[config.mk]
export PLATFORM = sky130hd
export DESIGN_NAME = register_arbiter
export DESIGN_NICKNAME = d
export VERILOG_FILES = /design/src/rtl/register_arbiter.sv
export SDC_FILE = /design/constraint.sdc
export NUM_CORES = 1
export LEC_CHECK = 0
export ABC_AREA = 1
export CAP_MARGIN = 30
export CORE_UTILIZATION = 39
export CTS_BUF_LIST = sky130_fd_sc_hd__clkbuf_4 sky130_fd_sc_hd__clkbuf_8
export CTS_CLUSTER_DIAMETER = 150
export CTS_CLUSTER_SIZE = 12
export DETAILED_ROUTE_END_ITERATION = 16
export PLACE_DENSITY = 0.88
export REMOVE_ABC_BUFFERS = 1
export SETUP_SLACK_MARGIN = 0.4
export SYNTH_ARGS = -nofsm -noshare
export SYNTH_HDL_FRONTEND = slang
export SYNTH_SLANG_ARGS = --single-unit
[constraint.sdc]
create_clock -name ipClk -period 1.3 [get_ports ipClk]
set_input_delay 0.26 -clock ipClk [delete_from_list [all_inputs] [get_ports ipClk]]
set_output_delay 0.26 -clock ipClk [all_outputs]
set_load 0.02 [all_outputs]
[src/rtl/register_arbiter.sv]
`default_nettype none
// ============================================================================
//  Module      : register_arbiter
//  Description : Two-requester arbiter in front of a single register bus.
//                Each accepted transaction (read or write) is issued for one
//                cycle on the bus, then waits READ_LATENCY cycles for the
//                bus read data. That data is returned to the requester that
//                owns the transaction as a one-cycle RdValid strobe. A write
//                returns the register contents seen during its issue cycle,
//                which is the value before the write.
//                Ties between the two requesters alternate. A wins the first
//                tie after reset.
//  Revision    : 1.0 - initial release
// ----------------------------------------------------------------------------
//  Parameters
//    READ_LATENCY   register-bus read latency in cycles (legal 1..4)
//  Ports
//    ipClk          single clock, rising edge
//    ipReset        asynchronous active-low reset
//    ipA_Valid      requester A request
//    ipA_Address    requester A register address [7:0]
//    ipA_WrData     requester A write data [31:0]
//    ipA_WrEnable   requester A write flag (0 = read)
//    opA_Ready      requester A accept strobe (combinational)
//    opA_RdValid    requester A one-cycle response strobe
//    opA_RdData     requester A response data [31:0]
//    ipB_* / opB_*  requester B, identical to requester A
//    opAddress      register-bus address [7:0]
//    opWrData       register-bus write data [31:0]
//    opWrEnable     register-bus write strobe
//    ipRdData       register-bus read data [31:0]
//    opBusy         high whenever a transaction is in flight
// ============================================================================
module register_arbiter #(
    parameter int READ_LATENCY = 1
) (
    input  logic        ipClk,
    input  logic        ipReset,

    input  logic        ipA_Valid,
    input  logic [7:0]  ipA_Address,
    input  logic [31:0] ipA_WrData,
    input  logic        ipA_WrEnable,
    output logic        opA_Ready,
    output logic        opA_RdValid,
    output logic [31:0] opA_RdData,

    input  logic        ipB_Valid,
    input  logic [7:0]  ipB_Address,
    input  logic [31:0] ipB_WrData,
    input  logic        ipB_WrEnable,
    output logic        opB_Ready,
    output logic        opB_RdValid,
    output logic [31:0] opB_RdData,

    output logic [7:0]  opAddress,
    output logic [31:0] opWrData,
    output logic        opWrEnable,
    input  logic [31:0] ipRdData,

    output logic        opBusy
);

    // Out-of-range latencies are clamped into the legal window so the wait
    // counter can never be asked to count past its width.
    localparam int       c_latency  = (READ_LATENCY < 1) ? 1 :
                                      (READ_LATENCY > 4) ? 4 : READ_LATENCY;
    localparam logic [2:0] c_lastWait = 3'(c_latency - 1);

    typedef enum logic [1:0] {
        IDLE  = 2'd0,
        ISSUE = 2'd1,
        WAIT  = 2'd2
    } state_t;

    state_t      r_state;
    logic [2:0]  r_waitCnt;
    logic        r_lastGrantB;   // 1: B was granted most recently
    logic        r_ownerB;       // 1: transaction in flight belongs to B

    logic        w_idle;
    logic        w_grantA;
    logic        w_grantB;
    logic        w_accept;

    // ------------------------------------------------------------------------
    // Grant selection. A single requester always wins; on a tie the side that
    // was not granted last wins. Ready is also gated by ipReset so that no
    // handshake can be seen while reset is held, even though the state
    // register already reads IDLE.
    // ------------------------------------------------------------------------
    assign w_idle    = (r_state == IDLE);
    assign w_grantA  = ipA_Valid && (!ipB_Valid || r_lastGrantB);
    assign w_grantB  = ipB_Valid && !w_grantA;

    assign opA_Ready = ipReset && w_idle && w_grantA;
    assign opB_Ready = ipReset && w_idle && w_grantB;
    assign w_accept  = opA_Ready || opB_Ready;

    assign opBusy    = !w_idle;

    // ------------------------------------------------------------------------
    // Main FSM with registered bus and response outputs.
    // The bus address/data registers double as the captured request: they are
    // loaded on acceptance, drive the bus in ISSUE, and simply hold afterwards.
    // ------------------------------------------------------------------------
    always_ff @(posedge ipClk or negedge ipReset) begin
        if (!ipReset) begin
            r_state      <= IDLE;
            r_waitCnt    <= 3'd0;
            r_lastGrantB <= 1'b1;
            r_ownerB     <= 1'b0;
            opAddress    <= 8'd0;
            opWrData     <= 32'd0;
            opWrEnable   <= 1'b0;
            opA_RdValid  <= 1'b0;
            opA_RdData   <= 32'd0;
            opB_RdValid  <= 1'b0;
            opB_RdData   <= 32'd0;
        end else begin
            // Response strobes are single-cycle by default.
            opA_RdValid <= 1'b0;
            opB_RdValid <= 1'b0;

            case (r_state)
                IDLE: begin
                    if (w_accept) begin
                        r_state      <= ISSUE;
                        r_ownerB     <= opB_Ready;
                        r_lastGrantB <= opB_Ready;
                        if (opB_Ready) begin
                            opAddress  <= ipB_Address;
                            opWrData   <= ipB_WrData;
                            opWrEnable <= ipB_WrEnable;
                        end else begin
                            opAddress  <= ipA_Address;
                            opWrData   <= ipA_WrData;
                            opWrEnable <= ipA_WrEnable;
                        end
                    end
                end

                ISSUE: begin
                    // The write strobe lives for the ISSUE cycle only.
                    r_state    <= WAIT;
                    r_waitCnt  <= 3'd0;
                    opWrEnable <= 1'b0;
                end

                WAIT: begin
                    if (r_waitCnt == c_lastWait) begin
                        // Last WAIT cycle: the bus data now reflects the
                        // ISSUE-cycle read and is handed to the owner.
                        r_state <= IDLE;
                        if (r_ownerB) begin
                            opB_RdData  <= ipRdData;
                            opB_RdValid <= 1'b1;
                        end else begin
                            opA_RdData  <= ipRdData;
                            opA_RdValid <= 1'b1;
                        end
                    end else begin
                        r_waitCnt <= r_waitCnt + 3'd1;
                    end
                end

                default: begin
                    r_state    <= IDLE;
                    opWrEnable <= 1'b0;
                end
            endcase
        end
    end

endmodule
`default_nettype wire

==> impl_metrics.toml <==
[critical_path]
crit_chain = "buf_6 -> nor2_4 -> nor2_4 -> nand2_4 -> inv_4 -> buf_12"
crit_path_end_kind = "output pin"
rrSetupSlack_ns = -0.34
start_kind = "register"
worstSetupStartpoint = "r_lastGrantB"
timing.rr.start = "r_lastGrantB"
max_stage_delay_ns = 0.55
path_buf_inv = 3
path_max_fanout = 2
criticalPathCategory = "register to output pin"
cp_slowest_cell = "dfstp_2"
worst_ep_required_time_ns = 1.04
cp_top_family = "flip-flops"
arrival_ns = 1.46
crit_top_cell = "nor2_4"

[job]
cap_violations = 0

[detailed_routing]
drtIter0Drc = 415
viasPerCell = 5.10
vias = 6156
drtAntennaViolNets = 0
wl_per_cell_microns = 19.1
dr.pass1.iters = 5
drcViolationCount = 0
drt_wl_total_mm = 23.0

[power_and_ir_drop]
power.leakage_uw = 0.00566
max-vdd-ir-drop_mv = 1.01
powerDensity_nw_per_um2 = 2350

[sta]
period_share = 1.33
fmax_mhz = 580
setup_violations = 118
drv_slew = 0
setup_ws_ns = -0.424
fin_hold_ws_ns = 0.0254
slew_headroom = 0.589
grt_setup_unrepaired = "true"
final.setup_skew_ns = 0.0186
worst_pin_slew_ns = 0.616
hold_viol = 0
layout_min_cycle_time_ns = 1.72
tns_ns = -25.06

[die]
start_util = 0.407
core_sq_um = 12800
fp.dieH_microns = 118
dieWidth_microns = 118
rows = 41
ios = 228
die-area_sq_um = 13800

[yosys]
yosysWarnings = 0
synth.avg_cell_area_sq_um = 7.94
synth-seq-area-share = 0.547
synth_seq_cells = 114
synthesis.area_sq_um = 5210
syn_inst = 657
synth.distinct_cells = 22

[placed_design]
placed_area_sq_um = 7870
placed_cells = 1057
place_congestion = 0.803
pre_cts_ws_ns = -0.712
io_buffers = 227
hpwl_mm = 9.92

[cells_and_area]
drive_above_1_share = 0.454
design_area_sq_um = 10600
instances_no_fill = 1206
area_growth_pct = 103
fin_nets = 1141
diodes = 0

[cts]
cts.reportedPaths.clkPinSlew_ns = 0.07
cts_buffers = 17
cts.root.buffer_cell = "clkbuf_8"
h-tree-depth = 4
clk_path_buf_depth = 2
tritoncts = "yes"
insertion_delay_ns = 0.45
cts.sinks = 114

[global_routing]
grt_pass1_wl_mm = 26.3
grt_antenna_before_repair = 0
globalRouteTotalUtil = 0.241
first_global_vias = 5429
grt_start_max_net_pins = 115
overflow = 0

[status]
violations = "setup timing"
status = "finished, violations left"

[worst_hold_path]
min_path_type = "input pin to async pin"
[worst reg2reg max path, stage by stage, from the launching register on]
cell and delay [ns]:
dfstp_2 0.55, buf_6 0.10, nor2_4 0.04, nor2_4 0.10
nand2_4 0.08, buf_4 0.16, buf_12 0.14, buf_12 0.14
buf_4 0.12, nand3_1 0.05, nand2_1 0.05
[flip-flops by register name, summed over array words and instances (netlist names)]
signal and count:
opA_RdData 32, opB_RdData 32, opWrData 32, opAddress 8, r_waitCnt 3, r_state 2
opA_RdValid 1, opB_RdValid 1, opWrEnable 1, r_lastGrantB 1, r_ownerB 1
[power by group]
part           internal (uW)  switching [uW]  total (uW)
Combinational           7360            7070       14400
Sequential              5220            1550        6780
Clock                   2160            1530        3690
Total                  14800           10200       24900
[final timing paths]
path / to / cells past startpoint
min in group ipClk: opB_RdData[9] / 3
worst max-delay path: opA_Ready / 6
worst min register to register: opA_RdData[23] / 2
worst max register to register: opWrData[26] / 10
worst min-delay path: opAddress[6] / 3
max in group asynchronous: opWrData[26] / 3
[final cells by class]
cell class	count	area (sq um)
repair buffers	378	4120
flip-flops and latches	114	2850
multi-input cells	402	2560
fillers	645	2220
inverters	108	420
clock buffers	23	310
well taps	172	215
clock inverters	9	126
[Yosys cell counts]
cell | n | share of area
nand3_1 | 56 | 0.054
buf_2 | 20 | 0.019
xnor2_1 | 1 | 0.0017
buf_4 | 4 | 0.0058
dfrtp_1 | 113 | 0.54
nor2_1 | 16 | 0.012
a21oi_1 | 14 | 0.013
o22ai_1 | 1 | 0.0012
ha_1 | 2 | 0.0048
clkbuf_1 | 8 | 0.0058
buf_6 | 2 | 0.0043
inv_1 | 104 | 0.075
nor2_8 | 1 | 0.0038
inv_2 | 4 | 0.0029
o21ai_0 | 70 | 0.067
nand2_1 | 231 | 0.17
nand4_1 | 1 | 0.0012
nor2_4 | 2 | 0.0043
dfstp_2 | 1 | 0.0050
a21oi_2 | 1 | 0.0017
nand2_4 | 3 | 0.0065
nand2_2 | 2 | 0.0024
[routing by layer]
metal | global-route usage | vias up | part of all wire
li1 | - | 2740 | -
met2 | 0.416 | 380 | 0.50
met1 | 0.276 | 2956 | 0.36
met5 | 0 | - | 0
met3 | 0.0746 | 80 | 0.092
met4 | 0.102 | 0 | 0.044
[per-stage QoR]
stage                     power [uW]  utilization
after floorplan                10300            -
after global placement         15000        0.614
after detailed placement       15300        0.614
after CTS                      20800        0.703
after global routing           25800        0.827
final                          24900        0.827
[timing repair]
| action | CTS | global route |
|---|---|---|
| setup endpoints to repair | 224 | 224 |
| hold endpoints to repair | 0 | 0 |
| gates resized for setup | 703 | 264 |
| cloned | 6 | 18 |
| hold buffers | 0 | 0 |
| setup buffers | 38 | 55 |
| pin swaps | 10 | 52 |
[cell usage in the layout (no fill, tap or decap), types with 2 or more instances in the layout]
cell type	instances
a21oi_2	13
o21ai_4	4
nor2_4	10
o21ai_0	19
buf_8	3
nand3_2	6
clkinv_2	4
buf_16	6
o21ai_2	28
nor2_1	4
o21ai_1	19
clkbuf_16	12
clkbuf_8	22
nand2_2	52
clkdlybuf4s50_1	116
buf_4	102
buf_12	13
nand2_8	2
nand2_4	44
nand2_1	139
nand3_1	50
nor2_2	4
bufinv_16	3
dfrtp_1	113
buf_6	126
inv_2	6
inv_1	100
[cells by family (layout without fill, tap and decap cells)]
family,after synthesis,count (layout),synth area share
flops,114,114,0.547
simple gates,312,313,0.250
xor+xnor,1,1,0.00168
buf+inv,142,518,0.113
fa+ha+maj,2,2,0.00480
compound gates,86,86,0.0835
(Power assumes the default switching activity.)
